[src/rtl/cpu_trace_monitor.sv]
// -----------------------------------------------------------------------------
// cpu_trace_monitor
// Passive observer beside the cpu2 core. While armed (RUN) it builds one trace
// record per cycle from the core's fetch/decode/writeback signals and pushes it
// into a FIFO that a ready/valid consumer drains. It also counts captured
// instructions and detects a self-loop halt (pc unchanged for HALT_REPEAT
// consecutive cycles).
//
// Ports
//   clk, rst_n      core clock / asynchronous active-low reset
//   start           1-cycle pulse, arms capture from IDLE or HALTED
//   pc, instr       core program counter and instruction word this cycle
//   reg_waddr       regfile write address this cycle
//   reg_we, dm_we   regfile / data-memory write enables this cycle
//   trace_valid     FIFO head holds a record (registered)
//   trace_data      {seq[15:0], pc, instr, reg_waddr, reg_we, dm_we} (registered)
//   trace_ready     consumer accepts the head when trace_valid is high
//   instr_count     records captured since start, dropped ones included
//   drop_count      records lost to a full FIFO
//   overflow        sticky, set on the first drop
//   halted          sticky, set on halt detection
// -----------------------------------------------------------------------------
module cpu_trace_monitor #(
   parameter int DEPTH       = 16,
   parameter int HALT_REPEAT = 4,
   parameter int CNT_W       = 17
) (
   input  logic             clk,
   input  logic             rst_n,
   input  logic             start,
   input  logic [31:0]      pc,
   input  logic [31:0]      instr,
   input  logic [4:0]       reg_waddr,
   input  logic             reg_we,
   input  logic             dm_we,
   output logic             trace_valid,
   output logic [86:0]      trace_data,
   input  logic             trace_ready,
   output logic [CNT_W-1:0] instr_count,
   output logic [CNT_W-1:0] drop_count,
   output logic             overflow,
   output logic             halted
);

   localparam int AW = $clog2(DEPTH);
   localparam int RW = $clog2(HALT_REPEAT) + 1;

   localparam logic [1:0] ST_IDLE   = 2'd0;
   localparam logic [1:0] ST_RUN    = 2'd1;
   localparam logic [1:0] ST_HALTED = 2'd2;

   localparam logic [AW:0]      PTR_ZERO = {(AW+1){1'b0}};
   localparam logic [AW:0]      PTR_ONE  = {{AW{1'b0}}, 1'b1};
   localparam logic [CNT_W-1:0] CNT_ZERO = {CNT_W{1'b0}};
   localparam logic [CNT_W-1:0] CNT_ONE  = {{(CNT_W-1){1'b0}}, 1'b1};
   localparam logic [RW-1:0]    RPT_ZERO = {RW{1'b0}};
   localparam logic [RW-1:0]    RPT_ONE  = {{(RW-1){1'b0}}, 1'b1};
   // rpt value that, after one more match, reaches HALT_REPEAT-1
   localparam logic [RW-1:0]    RPT_LAST = RW'(HALT_REPEAT - 2);

   logic [1:0]       state_q,    state_d;
   logic [AW:0]      wr_ptr_q,   wr_ptr_d;
   logic [AW:0]      rd_ptr_q,   rd_ptr_d;
   logic             head_vld_q, head_vld_d;
   logic [86:0]      head_dat_q, head_dat_d;
   logic [CNT_W-1:0] cnt_q,      cnt_d;
   logic [CNT_W-1:0] drop_q,     drop_d;
   logic             ovf_q,      ovf_d;
   logic             halt_q,     halt_d;
   logic [RW-1:0]    rpt_q,      rpt_d;
   logic [31:0]      prev_pc_q,  prev_pc_d;
   logic             prev_vld_q, prev_vld_d;
   logic [86:0]      mem_q [DEPTH];

   logic        capture_s;
   logic        clear_s;
   logic        pop_s;
   logic        full_s;
   logic        push_s;
   logic        drop_s;
   logic        match_s;
   logic [86:0] record_s;

   assign capture_s = (state_q == ST_RUN);
   assign clear_s   = start & (state_q != ST_RUN);
   assign pop_s     = head_vld_q & trace_ready;
   assign full_s    = (wr_ptr_q[AW] != rd_ptr_q[AW]) &&
                      (wr_ptr_q[AW-1:0] == rd_ptr_q[AW-1:0]);
   // A full FIFO still accepts a record when the head leaves on the same edge
   assign push_s    = capture_s & (~full_s | pop_s);
   assign drop_s    = capture_s & full_s & ~pop_s;
   // prev_vld_q keeps the first RUN cycle from matching the cleared prev_pc
   assign match_s   = prev_vld_q & (pc == prev_pc_q);
   assign record_s  = {cnt_q[15:0], pc, instr, reg_waddr, reg_we, dm_we};

   // FIFO pointer and registered-head next state
   always_comb begin
      wr_ptr_d   = wr_ptr_q;
      rd_ptr_d   = rd_ptr_q;
      head_dat_d = head_dat_q;
      if (clear_s) begin
         wr_ptr_d = PTR_ZERO;
         rd_ptr_d = PTR_ZERO;
      end else begin
         if (push_s) begin
            wr_ptr_d = wr_ptr_q + PTR_ONE;
         end else begin
            wr_ptr_d = wr_ptr_q;
         end
         if (pop_s) begin
            rd_ptr_d = rd_ptr_q + PTR_ONE;
         end else begin
            rd_ptr_d = rd_ptr_q;
         end
      end
      head_vld_d = (wr_ptr_d != rd_ptr_d);
      // The new head is the record being written now when it lands in the
      // head slot; otherwise it is already in storage. With no head the
      // output keeps its last value.
      if (head_vld_d) begin
         if (push_s && (rd_ptr_d == wr_ptr_q)) begin
            head_dat_d = record_s;
         end else begin
            head_dat_d = mem_q[rd_ptr_d[AW-1:0]];
         end
      end else begin
         head_dat_d = head_dat_q;
      end
   end

   // Control FSM, counters and halt detection next state
   always_comb begin
      state_d    = state_q;
      cnt_d      = cnt_q;
      drop_d     = drop_q;
      ovf_d      = ovf_q;
      halt_d     = halt_q;
      rpt_d      = rpt_q;
      prev_pc_d  = prev_pc_q;
      prev_vld_d = prev_vld_q;
      case (state_q)
         ST_IDLE, ST_HALTED: begin
            if (start) begin
               state_d    = ST_RUN;
               cnt_d      = CNT_ZERO;
               drop_d     = CNT_ZERO;
               ovf_d      = 1'b0;
               halt_d     = 1'b0;
               rpt_d      = RPT_ZERO;
               prev_pc_d  = 32'h0000_0000;
               prev_vld_d = 1'b0;
            end else begin
               state_d = state_q;
            end
         end
         ST_RUN: begin
            if (&cnt_q) begin
               cnt_d = cnt_q;
            end else begin
               cnt_d = cnt_q + CNT_ONE;
            end
            if (drop_s) begin
               ovf_d = 1'b1;
               if (&drop_q) begin
                  drop_d = drop_q;
               end else begin
                  drop_d = drop_q + CNT_ONE;
               end
            end else begin
               drop_d = drop_q;
            end
            prev_pc_d  = pc;
            prev_vld_d = 1'b1;
            if (match_s) begin
               rpt_d = rpt_q + RPT_ONE;
               if (rpt_q == RPT_LAST) begin
                  state_d = ST_HALTED;
                  halt_d  = 1'b1;
               end else begin
                  state_d = ST_RUN;
               end
            end else begin
               rpt_d = RPT_ZERO;
            end
         end
         default: begin
            state_d = ST_IDLE;
         end
      endcase
   end

   // State registers with asynchronous reset
   always_ff @(posedge clk or negedge rst_n) begin
      if (!rst_n) begin
         state_q    <= ST_IDLE;
         wr_ptr_q   <= PTR_ZERO;
         rd_ptr_q   <= PTR_ZERO;
         head_vld_q <= 1'b0;
         head_dat_q <= 87'd0;
         cnt_q      <= CNT_ZERO;
         drop_q     <= CNT_ZERO;
         ovf_q      <= 1'b0;
         halt_q     <= 1'b0;
         rpt_q      <= RPT_ZERO;
         prev_pc_q  <= 32'h0000_0000;
         prev_vld_q <= 1'b0;
      end else begin
         state_q    <= state_d;
         wr_ptr_q   <= wr_ptr_d;
         rd_ptr_q   <= rd_ptr_d;
         head_vld_q <= head_vld_d;
         head_dat_q <= head_dat_d;
         cnt_q      <= cnt_d;
         drop_q     <= drop_d;
         ovf_q      <= ovf_d;
         halt_q     <= halt_d;
         rpt_q      <= rpt_d;
         prev_pc_q  <= prev_pc_d;
         prev_vld_q <= prev_vld_d;
      end
   end

   // FIFO storage; contents are only ever read behind a valid pointer
   always_ff @(posedge clk) begin
      if (push_s) begin
         mem_q[wr_ptr_q[AW-1:0]] <= record_s;
      end
   end

   assign trace_valid = head_vld_q;
   assign trace_data  = head_dat_q;
   assign instr_count = cnt_q;
   assign drop_count  = drop_q;
   assign overflow    = ovf_q;
   assign halted      = halt_q;

endmodule

[config.mk]
export PLATFORM = sky130hd
export DESIGN_NAME = cpu_trace_monitor
export DESIGN_NICKNAME = d
export VERILOG_FILES = /design/src/rtl/cpu_trace_monitor.sv
export SDC_FILE = /design/constraint.sdc
export NUM_CORES = 2
export LEC_CHECK = 0
export CORE_MARGIN = 10
export CORE_UTILIZATION = 37
export CTS_BUF_LIST = sky130_fd_sc_hd__clkbuf_4 sky130_fd_sc_hd__clkbuf_8
export CTS_CLUSTER_DIAMETER = 40
export CTS_CLUSTER_SIZE = 12
export DETAILED_ROUTE_END_ITERATION = 8
export PLACE_DENSITY_LB_ADDON = 0.08
export SYNTH_ARGS = -nofsm -noshare
export SYNTH_HDL_FRONTEND = slang
export SYNTH_SLANG_ARGS = --single-unit
[constraint.sdc]
create_clock -name clk -period 20 [get_ports clk]
set_clock_uncertainty 0.1 [all_clocks]
set_input_delay 4 -clock clk [delete_from_list [all_inputs] [get_ports clk]]
set_output_delay 4 -clock clk [all_outputs]
set_load 0.03 [all_outputs]
==> out/results.ini <==
[job]
drv_cap = 0

[grt]
grt-ovfl-total = 0
use_met2_pct = 34.9
busiest_layer = met2
use_met3_pct = 3.79
grt.total_usage_pct = 21.5
first_global_vias = 40600
met1_usage_pct = 29.5
antenna_found_initial = 16
grt_pass1_wl_um = 295000
grt_start_max_net_pins = 176

[timing]
max_freq_mhz = 116
timing.final.crit_share_pct = 43.1
min_period_ns = 8.62
setup_violations = 0
hold_viol = 0
rsz0062_at_grt = no
tns_ns = 0
finalMaxSlewViolations = 0
slew_headroom_pct = 23.3
max_slew.worst_pin.slew_ns = 1.15

[layout]
drive_gt1_share_pct = 14.0
syn2layout_area_growth_pct = 16.6
fillers = 15600
fin_nets = 4739
fin_util_pct = 43.3
final_common_cell = edfxtp_1
final_cell_mix = edfxtp_1 (1392), nand2_1 (995), a21oi_1 (273)

[placed_design]
port_buffers = 198
gp_congestion = 0.736
dpl.hpwl_um = 99300

[drt]
vias = 40300
drc = 0
first_iter_violations = 3653
wl_um = 205000
wl_per_cell_um = 28.9
ant_nets = 0
drtPass1Iterations = 5
viasPerCell = 5.68

[yosys]
yosys.area.top_type = edfxtp_1
avgSynthCellArea_um2 = 14.2
yosysUniqueCellTypes = 57
syn-cell-area_um2 = 62700
synth.top_cell.area_share_pct = 66.7
async_flop_share_pct = 11.0
synth_area_leaders = edfxtp_1 (67%), dfrtp_1 (6.9%), nand2_1 (6.0%), a32oi_1 (3.6%), a21oi_1 (2.2%)
synth-edff-count = 1392
synth-seq-cells = 1564
yosysWarnings = 0
synthFlopType = edfxtp_1
ys_seq_area_share_pct = 73.6
syn_nets = 4513
postSynthCellCount = 4427

[setup_path]
worstPathRequired_ns = 20.75
reg2reg_from = state_q[0]
rrSetupSlack_ns = 14.24
r2r-end = trace_data[66]
worstPathArrival_ns = 9.37
worstPathMaxFanout = 47
critPathKind = in -> reg
worst_setup_path_end_kind = flip-flop
start_kind = input port
reg2reg_depth = 12

[clock_network]
clock_latency_ns = 1.01
post-cts-setup-buffer-count = 0
cts_buffer_depth = 3
htree_num_levels = 4
ctsResizeCount = 0
hold_buffers = 0
cts_made_buffers = 233
clk_pin_slew_ns = 0.08
cts_root_buf = clkbuf_8
cts_tree = done
cts_sinks = 1564

[power]
power.density_nw_per_um2 = 173
ir_worst_vdd_v = 0.000178
p_leak_uw = 0.0249

[worst_hold_path]
hold_path_startpoint = prev_vld_q
holdPathEnd = prev_vld_q
hold_depth = 2
hp-class = reg -> reg

[status]
status = finished, final reports clean

[floorplanning]
initial_utilization_pct = 37.1
rows = 151
dieWidth_um = 432
fp.dieArea_um2 = 186000
design.portCount = 199
chipHeight_um = 432
core_area_um2 = 169000

==> critical path, stage by stage <==
cell             delay [ns]
clkdlybuf4s50_1        0.59
inv_1                  0.20
nor2_4                 0.72
a21o_1                 0.27
inv_2                  0.13
o2111ai_4              0.74
buf_4                  0.70
buf_4                  0.61
nor3_4                 0.11
buf_4                  0.40
o31a_1                 0.44
mux2_2                 0.27
==> registers in the layout, summed over array words and instances, names as in the netlist <==
name and count:
instr_count 17, halted 1, state_q 2, prev_pc_q 32
rd_ptr_q 5, trace_valid 1, wr_ptr_q 5, rpt_q 3
trace_data 87, prev_vld_q 1, mem_q 1392, overflow 1
drop_count 17
==> cell usage after synthesis, types with 87 or more instances <==
master and number:
a22o_1 120, nand3_1 105, mux2i_1 87, a32o_1 87, a32oi_1 261, mux2_2 88, edfxtp_1 1392, or4_1 87
dfrtp_1 172, o31a_1 89, clkbuf_1 303, a21oi_1 273, o21ai_0 107, nand2_1 995
==> where the power goes <==
part | internal (µW) | leakage [µW] | switching (µW)
clock network | 1750 | 0.00289 | 1420
logic | 1580 | 0.00731 | 3350
registers | 4300 | 0.0147 | 258
total | 7620 | 0.0249 | 5020
==> logic make-up (layout without fill, tap and decap cells) <==
group	after synthesis	in the layout	share of synthesized area [%]
other cells	0	7	0
xor+xnor	67	67	0.970
simple gates	1310	1310	8.85
mux	175	175	2.97
buf+inv	344	779	2.14
flops	1564	1564	73.6
fa+ha+maj	11	11	0.220
compound gates	956	956	11.3
==> worst max-delay path by stage <==
stage,endpoint,cells after the start,startpoint,slack (ns)
3_3_place_gp,trace_data[60],12,start,10.59
4_1_cts,trace_data[53],12,start,11.50
5_1_grt,trace_data[66],12,start,11.30
6_report,trace_data[66],12,start,11.38
3_5_place_dp,trace_data[76],12,start,10.44
2_1_floorplan,mem_q[0][0],5,trace_ready,8.73
==> through the flow <==
stage	setup slack (ns)	hold slack, ns	cell area, µm²	power, µW	std cells
after detailed placement	10.44	0.396	67400	9580	6636
after global routing	11.30	0.433	73100	13300	7084
after floorplan	8.73	0.358	62700	7620	4427
final	11.38	0.397	73100	12600	7087
after CTS	11.50	0.412	73100	12800	7080
after global placement	10.59	0.390	67400	9560	6636
==> cell type report <==
| class | count | area (µm²) | area share [%] |
|---|---|---|---|
| Clock inverter | 167 | 2120 | 2.90 |
| Clock buffer | 277 | 3600 | 4.92 |
| Antenna cell | 7 | 17.5 | 0.0240 |
| Inverter | 15 | 63.8 | 0.0873 |
| Multi-Input combinational cell | 2519 | 15500 | 21.1 |
| Tap cell | 2218 | 2780 | 3.80 |
| Sequential cell | 1564 | 46100 | 63.1 |
| Timing Repair Buffer | 320 | 2970 | 4.06 |
==> per-layer routing <==
layer / vias to the layer above / part of all wire [%]
met5: - / 0.047
met4: 14 / 2.7
met3: 370 / 5.9
met2: 1332 / 47
met1: 21000 / 44
li1: 17500 / -
No activity file was read; power rests on OpenSTA's default activity.
